<file path="config.mk">
export PLATFORM = sky130hd
export DESIGN_NAME = vga_window_arbiter
export DESIGN_NICKNAME = d
export VERILOG_FILES = /design/src/rtl/vga_pkg.sv /design/src/rtl/vga_win_hit.sv /design/src/rtl/vga_window_arbiter.sv
export SDC_FILE = /design/constraint.sdc
export NUM_CORES = 1
export LEC_CHECK = 0
export ABC_AREA = 1
export BUFFER_PORTS_ARGS = -buffer_cell sky130_fd_sc_hd__buf_2
export CORE_MARGIN = 3
export CORE_UTILIZATION = 61
export DETAILED_ROUTE_END_ITERATION = 7
export MAX_ROUTING_LAYER = met4
export PLACE_DENSITY_LB_ADDON = 0.12
export REMOVE_ABC_BUFFERS = 1
export SKIP_LAST_GASP = 1
export SYNTH_ARGS = -nofsm -noshare
export SYNTH_HDL_FRONTEND = slang
export SYNTH_SLANG_ARGS = --single-unit
export TNS_END_PERCENT = 50
</file>
<file path="constraint.sdc">
create_clock -name clk -period 1.65 [get_ports clk]
set_clock_uncertainty 0.1 [all_clocks]
set_input_delay 0.0825 -clock clk [delete_from_list [all_inputs] [get_ports clk]]
set_output_delay 0.0825 -clock clk [all_outputs]
set_load 0.05 [all_outputs]
</file>
<file path="src/rtl/vga_pkg.sv">
// Shared types and constants for the VGA window arbiter: screen geometry,
// window rectangle record and commit FSM states.
package vga_pkg;

    localparam int H_DISPLAY = 640;
    localparam int V_DISPLAY = 480;
    localparam int COORD_W   = 10;

    typedef struct packed {
        logic               en;
        logic [COORD_W-1:0] x0;
        logic [COORD_W-1:0] y0;
        logic [COORD_W-1:0] x1;
        logic [COORD_W-1:0] y1;
    } win_rect_t;

    typedef enum logic {
        ST_RUN    = 1'b0,
        ST_COMMIT = 1'b1
    } commit_state_e;

    function automatic win_rect_t make_rect(
        input logic               en,
        input logic [COORD_W-1:0] x0,
        input logic [COORD_W-1:0] y0,
        input logic [COORD_W-1:0] x1,
        input logic [COORD_W-1:0] y1
    );
        win_rect_t r;
        r.en = en;
        r.x0 = x0;
        r.y0 = y0;
        r.x1 = x1;
        r.y1 = y1;
        return r;
    endfunction

endpackage

</file>
<file path="src/rtl/vga_win_hit.sv">
// Combinational hit test of one pixel against one inclusive window rectangle.
// An inverted rectangle (x0 > x1 or y0 > y1) can never satisfy both bounds.
module vga_win_hit
    import vga_pkg::*;
(
    input  win_rect_t          rect,
    input  logic [COORD_W-1:0] x,
    input  logic [COORD_W-1:0] y,
    output logic               hit
);

    // Unsigned inclusive bounds check on both axes
    always_comb begin
        hit = rect.en
            & (x >= rect.x0) & (x <= rect.x1)
            & (y >= rect.y0) & (y <= rect.y1);
    end

endmodule

</file>
<file path="src/rtl/vga_window_arbiter.sv">
// Arbitrates the VGA pixel stream between up to four windows and a background,
// with double-buffered window rectangles committed on the vsync falling edge.
module vga_window_arbiter
    import vga_pkg::*;
#(
    parameter int NUM_WIN = 4,
    parameter int COLOR_W = 8
) (
    input  logic                       clk,
    input  logic                       rst_n,
    input  logic                       p_tick,
    input  logic                       video_on,
    input  logic [COORD_W-1:0]         x,
    input  logic [COORD_W-1:0]         y,
    input  logic                       vsync,
    input  logic                       cfg_valid,
    output logic                       cfg_ready,
    input  logic [1:0]                 cfg_win,
    input  logic                       cfg_en,
    input  logic [COORD_W-1:0]         cfg_x0,
    input  logic [COORD_W-1:0]         cfg_y0,
    input  logic [COORD_W-1:0]         cfg_x1,
    input  logic [COORD_W-1:0]         cfg_y1,
    input  logic [NUM_WIN*COLOR_W-1:0] win_color,
    input  logic [COLOR_W-1:0]         bg_color,
    output logic [COLOR_W-1:0]         pix_color,
    output logic [NUM_WIN-1:0]         pix_grant,
    output logic                       frame_start,
    output logic                       cfg_pending
);

    commit_state_e state_q;
    logic          vs_q;
    logic          cfg_ready_q;
    logic          frame_start_q;

    win_rect_t pend_q [NUM_WIN];
    win_rect_t pend_d [NUM_WIN];
    win_rect_t act_q  [NUM_WIN];
    win_rect_t act_d  [NUM_WIN];
    logic      cfg_pending_q, cfg_pending_d;

    logic [NUM_WIN-1:0]         hit_s;
    logic [NUM_WIN-1:0]         hit1_q, hit1_d;
    logic [NUM_WIN*COLOR_W-1:0] col1_q, col1_d;
    logic [COLOR_W-1:0]         bg1_q, bg1_d;
    logic                       bgv1_q, bgv1_d;
    logic [COLOR_W-1:0]         pix_color_q, pix_color_d;
    logic [NUM_WIN-1:0]         pix_grant_q, pix_grant_d;

    logic      accept_s;
    win_rect_t new_rect_s;

    assign accept_s   = cfg_valid & cfg_ready_q;
    assign new_rect_s = make_rect(cfg_en, cfg_x0, cfg_y0, cfg_x1, cfg_y1);

    for (genvar g = 0; g < NUM_WIN; g++) begin : g_hit
        vga_win_hit u_hit (
            .rect (act_q[g]),
            .x    (x),
            .y    (y),
            .hit  (hit_s[g])
        );
    end

    // Commit FSM: detects the vsync falling edge on p_tick and spends one clk in COMMIT
    always_ff @(posedge clk or negedge rst_n) begin
        if (!rst_n) begin
            state_q       <= ST_RUN;
            vs_q          <= 1'b1;
            cfg_ready_q   <= 1'b1;
            frame_start_q <= 1'b0;
        end else begin
            if (p_tick) begin
                vs_q <= vsync;
            end else begin
                vs_q <= vs_q;
            end
            case (state_q)
                ST_RUN: begin
                    if (p_tick && vs_q && !vsync) begin
                        state_q       <= ST_COMMIT;
                        cfg_ready_q   <= 1'b0;
                        frame_start_q <= 1'b1;
                    end else begin
                        state_q       <= ST_RUN;
                        cfg_ready_q   <= 1'b1;
                        frame_start_q <= 1'b0;
                    end
                end
                ST_COMMIT: begin
                    state_q       <= ST_RUN;
                    cfg_ready_q   <= 1'b1;
                    frame_start_q <= 1'b0;
                end
                default: begin
                    state_q       <= ST_RUN;
                    cfg_ready_q   <= 1'b1;
                    frame_start_q <= 1'b0;
                end
            endcase
        end
    end

    // Bank update: writes land in pending, COMMIT copies pending into active
    always_comb begin
        pend_d        = pend_q;
        act_d         = act_q;
        cfg_pending_d = cfg_pending_q;
        if (state_q == ST_COMMIT) begin
            if (cfg_pending_q) begin
                act_d = pend_q;
            end else begin
                act_d = act_q;
            end
            cfg_pending_d = 1'b0;
        end else begin
            // Indices at or above NUM_WIN match no slot and are dropped
            for (int i = 0; i < NUM_WIN; i++) begin
                if (accept_s && (cfg_win == 2'(i))) begin
                    pend_d[i]     = new_rect_s;
                    cfg_pending_d = 1'b1;
                end else begin
                    pend_d[i] = pend_q[i];
                end
            end
        end
    end

    // Register banks
    always_ff @(posedge clk or negedge rst_n) begin
        if (!rst_n) begin
            for (int i = 0; i < NUM_WIN; i++) begin
                pend_q[i] <= '0;
                act_q[i]  <= '0;
            end
            cfg_pending_q <= 1'b0;
        end else begin
            pend_q        <= pend_d;
            act_q         <= act_d;
            cfg_pending_q <= cfg_pending_d;
        end
    end

    // Stage 1 capture and stage 2 fixed-priority selection, both gated by p_tick
    always_comb begin
        hit1_d      = hit1_q;
        col1_d      = col1_q;
        bg1_d       = bg1_q;
        bgv1_d      = bgv1_q;
        pix_color_d = pix_color_q;
        pix_grant_d = pix_grant_q;
        if (p_tick) begin
            hit1_d      = hit_s & {NUM_WIN{video_on}};
            col1_d      = win_color;
            bg1_d       = bg_color;
            bgv1_d      = video_on;
            pix_color_d = bgv1_q ? bg1_q : {COLOR_W{1'b0}};
            pix_grant_d = '0;
            // Walk downward so the lowest hitting index is the last to win
            for (int i = NUM_WIN - 1; i >= 0; i--) begin
                if (hit1_q[i]) begin
                    pix_color_d    = col1_q[i*COLOR_W +: COLOR_W];
                    pix_grant_d    = '0;
                    pix_grant_d[i] = 1'b1;
                end else begin
                    pix_grant_d = pix_grant_d;
                end
            end
        end else begin
            pix_grant_d = pix_grant_q;
        end
    end

    // Pixel pipeline registers
    always_ff @(posedge clk or negedge rst_n) begin
        if (!rst_n) begin
            hit1_q      <= '0;
            col1_q      <= '0;
            bg1_q       <= '0;
            bgv1_q      <= 1'b0;
            pix_color_q <= '0;
            pix_grant_q <= '0;
        end else begin
            hit1_q      <= hit1_d;
            col1_q      <= col1_d;
            bg1_q       <= bg1_d;
            bgv1_q      <= bgv1_d;
            pix_color_q <= pix_color_d;
            pix_grant_q <= pix_grant_d;
        end
    end

    assign cfg_ready   = cfg_ready_q;
    assign frame_start = frame_start_q;
    assign cfg_pending = cfg_pending_q;
    assign pix_color   = pix_color_q;
    assign pix_grant   = pix_grant_q;

endmodule

</file>
==> results.cfg <==
[run_status]
outcome = completed

[job]
maxCapViolCount = 0

[logic_synthesis]
ys_top_cells_by_area = dfrtp_1 52%, ha_1 11%, nand2_1 9.5%
syn_area_um2 = 18500
synth_edf_count = 0
yosysTopAreaCell = dfrtp_1
synth.avg_cell_area_um2 = 8.84
synth-warning-count = 0
ys_seq_elements = 389
synth_cells = 2088
async_flop_share = 1.00
yosysSeqAreaShare = 0.527
ys.flop_type = dfrtp_1
synth_cell_type_count = 31
yosysTopAreaCellShare = 0.524

[power_and_ir_drop]
p_comb_frac = 0.280
powerDensity_nw_per_um2 = 1360
intPower_mw = 21.4
p_leak_nw = 12.1
p_sw_frac = 0.319
switching_power_mw = 10.0
p_total_mw = 31.4
pwr-share-seq = 0.410
vdd_drop_max_uv = 866
clockPowerShare = 0.311

[global_routing]
globalRouteMet3Util = 0.0342
grt_overflow = 0
grt_pass1_vias = 15000
antenna_found_initial = 0
grt_pass1_wl_um = 75200
grt_start_max_net_pins = 83
grt_usage = 0.290
use_met1 = 0.408
grtUsageMet2 = 0.457
busiest_layer = met2

[clock_tree]
clk_pin_slew_ns = 0.06
cts_sinks = 389
clk_latency_ns = 0.54
clockRootBuffer = clkbuf_16
tritoncts = yes
cts_buffers = 43
cts-htree-levels = 2
cts_buffer_depth = 3

[setup_path]
worst_path_max_delay_cell = dfrtp_1
crit_path_start_kind = flop
startpoint = act_q[34]
crit_fanout = 2
cp.arrival_ns = 1.96
cpMostUsedCell = nand2_1
max_stage_delay_ns = 0.37
critPathKind = flop to flop
cp.required_ns = 1.97
path_cells = inv_2 -> ha_1 -> nand2_2 -> inv_1 -> nand2_1 -> nand2_2 -> nand2_1 -> nand3_2 -> nand2_1 -> nor2_2 -> nand3_2 -> nand2_1
endpoint_kind = flop
crit-reg2reg-launch = act_q[34]

[finish]
fillers = 1977
final_cell_mix = 444 x nand2_1, 387 x dfrtp_1, 241 x inv_1, 193 x nor2_1, 186 x o21ai_0
diodes = 0
drive_above_1_share = 0.180
area_growth_pct = 25.1
final_common_cell = nand2_1
nNetsFinal = 2610

[timing]
max_freq_ghz = 0.613
finalCritPeriodShare = 0.989
worst_pin_slew_ns = 0.685
slew_violations = 0
finalHoldViolations = 0
hold-worst-slack_ns = 0.0694
relSlewSlack = 0.543
fin_crit_ns = 1.63
rsz0062_at_grt = yes
setup_viol = 0

[worst_hold_path]
min_from = cfg_win[0]
min_path_type = input pin to flop

[floorplan]
dieWidth_um = 180
die_area_um2 = 32400
initial_core_util = 0.621
coreArea_um2 = 29700
ioPinCount = 124
rows = 63
die_y_um = 180

[drt]
drt_iter0_markers = 1173
ant_nets = 0
routed_via_density = 5.48
vias = 15100
route.detailed.drc = 0
drt-total-wl_um = 47700
routedWlPerCell_um = 17.3
dr.pass1.iters = 5

[place]
port_buffers = 123
hpwl_um = 29700
gp_congestion = 0.869
[registers in the layout, indices dropped and copies added, names as in the netlist, 4 cells and up]
signal,count
act_q,164
pend_q,164
col1_q,32
bg1_q,8
pix_color,8
hit1_q,4
pix_grant,4
[path summary, 6_finish.rpt]
kind	end	slack [ns]	cells after the start
setup / recovery	hit1_q[3]	0.02	12
hold / removal	pend_q[49]	0.07	5
setup reg to reg	hit1_q[3]	0.02	12
hold reg to reg	bg1_q[4]	0.37	2
max in group asynchronous	act_q[61]	0.28	4
min in group asynchronous	pend_q[101]	0.46	3
[metal layers]
layer,vias to the layer above,part of all wire
li1,7203,-
met1,7345,0.44
met2,487,0.47
met3,95,0.058
met4,0,0.026
met5,-,0
[metrics by stage]
stage | util | setup WS (ns) | setup TNS, ns | cell area [um2] | std cells
final | 0.778 | 0.0184 | 0 | 23100 | 2762
after detailed placement | 0.672 | -0.0987 | -0.216 | 20000 | 2589
after global placement | 0.672 | -0.0440 | -0.0783 | 20000 | 2589
after floorplan | - | -4.83 | -813.75 | 18100 | 2006
after global routing | 0.778 | -0.0527 | -0.242 | 23100 | 2762
after CTS | 0.753 | -0.0143 | -0.0183 | 22400 | 2756
[cell type report]
class	instances	area (um2)	share of cell area
Tap cell	390	488	0.0211
Timing Repair Buffer	290	2410	0.104
Clock inverter	18	199	0.00861
Multi-Input combinational cell	1350	8030	0.347
Sequential cell	389	9740	0.421
Inverter	267	1000	0.0434
Clock buffer	58	1240	0.0539
[cells by family after synthesis]
| family | Yosys count | synth area share |
|---|---|---|
| fa+ha+maj | 160 | 0.108 |
| simple gates | 743 | 0.156 |
| mux | 17 | 0.0104 |
| buf+inv | 349 | 0.0761 |
| compound gates | 430 | 0.122 |
| flops | 389 | 0.527 |
[Yosys cell counts, types with 4 or more instances]
cell / count
a211oi_1: 8
a21o_1: 9
a21oi_1: 197
a22oi_1: 8
buf_2: 54
clkbuf_1: 10
clkbuf_2: 16
dfrtp_1: 387
ha_1: 160
inv_1: 266
mux2_2: 17
nand2_1: 469
nand2_2: 4
nand3_1: 28
nand4_1: 11
nor2_1: 223
o21a_1: 5
o21ai_0: 191
o21bai_1: 5
[critical path, delay by kind of cell (launching register included)]
| family | cells | cell delay (ns) |
|---|---|---|
| simple gates | 9 | 0.69 |
| flops | 1 | 0.37 |
| fa+ha+maj | 1 | 0.23 |
| buf+inv | 2 | 0.12 |
[power groups by stage]
stage | clock network (mW) | registers (mW) | logic, mW
2_1_floorplan | 0 | 12.8 | 4.83
3_3_place_gp | 0 | 12.9 | 6.95
3_5_place_dp | 0 | 12.9 | 7.39
4_1_cts | 9.87 | 12.8 | 7.74
5_1_grt | 10.3 | 13.1 | 9.99
6_report | 9.75 | 12.9 | 8.78
[timing repair]
item | CTS | global route
resized for setup | 21 | 138
buffers inserted | 0 | 4
hold buffers | 91 | 1
pin swaps | 6 | 55
hold endpoints to repair | 602 | 1
setup endpoints to repair | 4 | 102
cloned | 0 | 2
No activity file was read; power rests on OpenSTA's default activity.
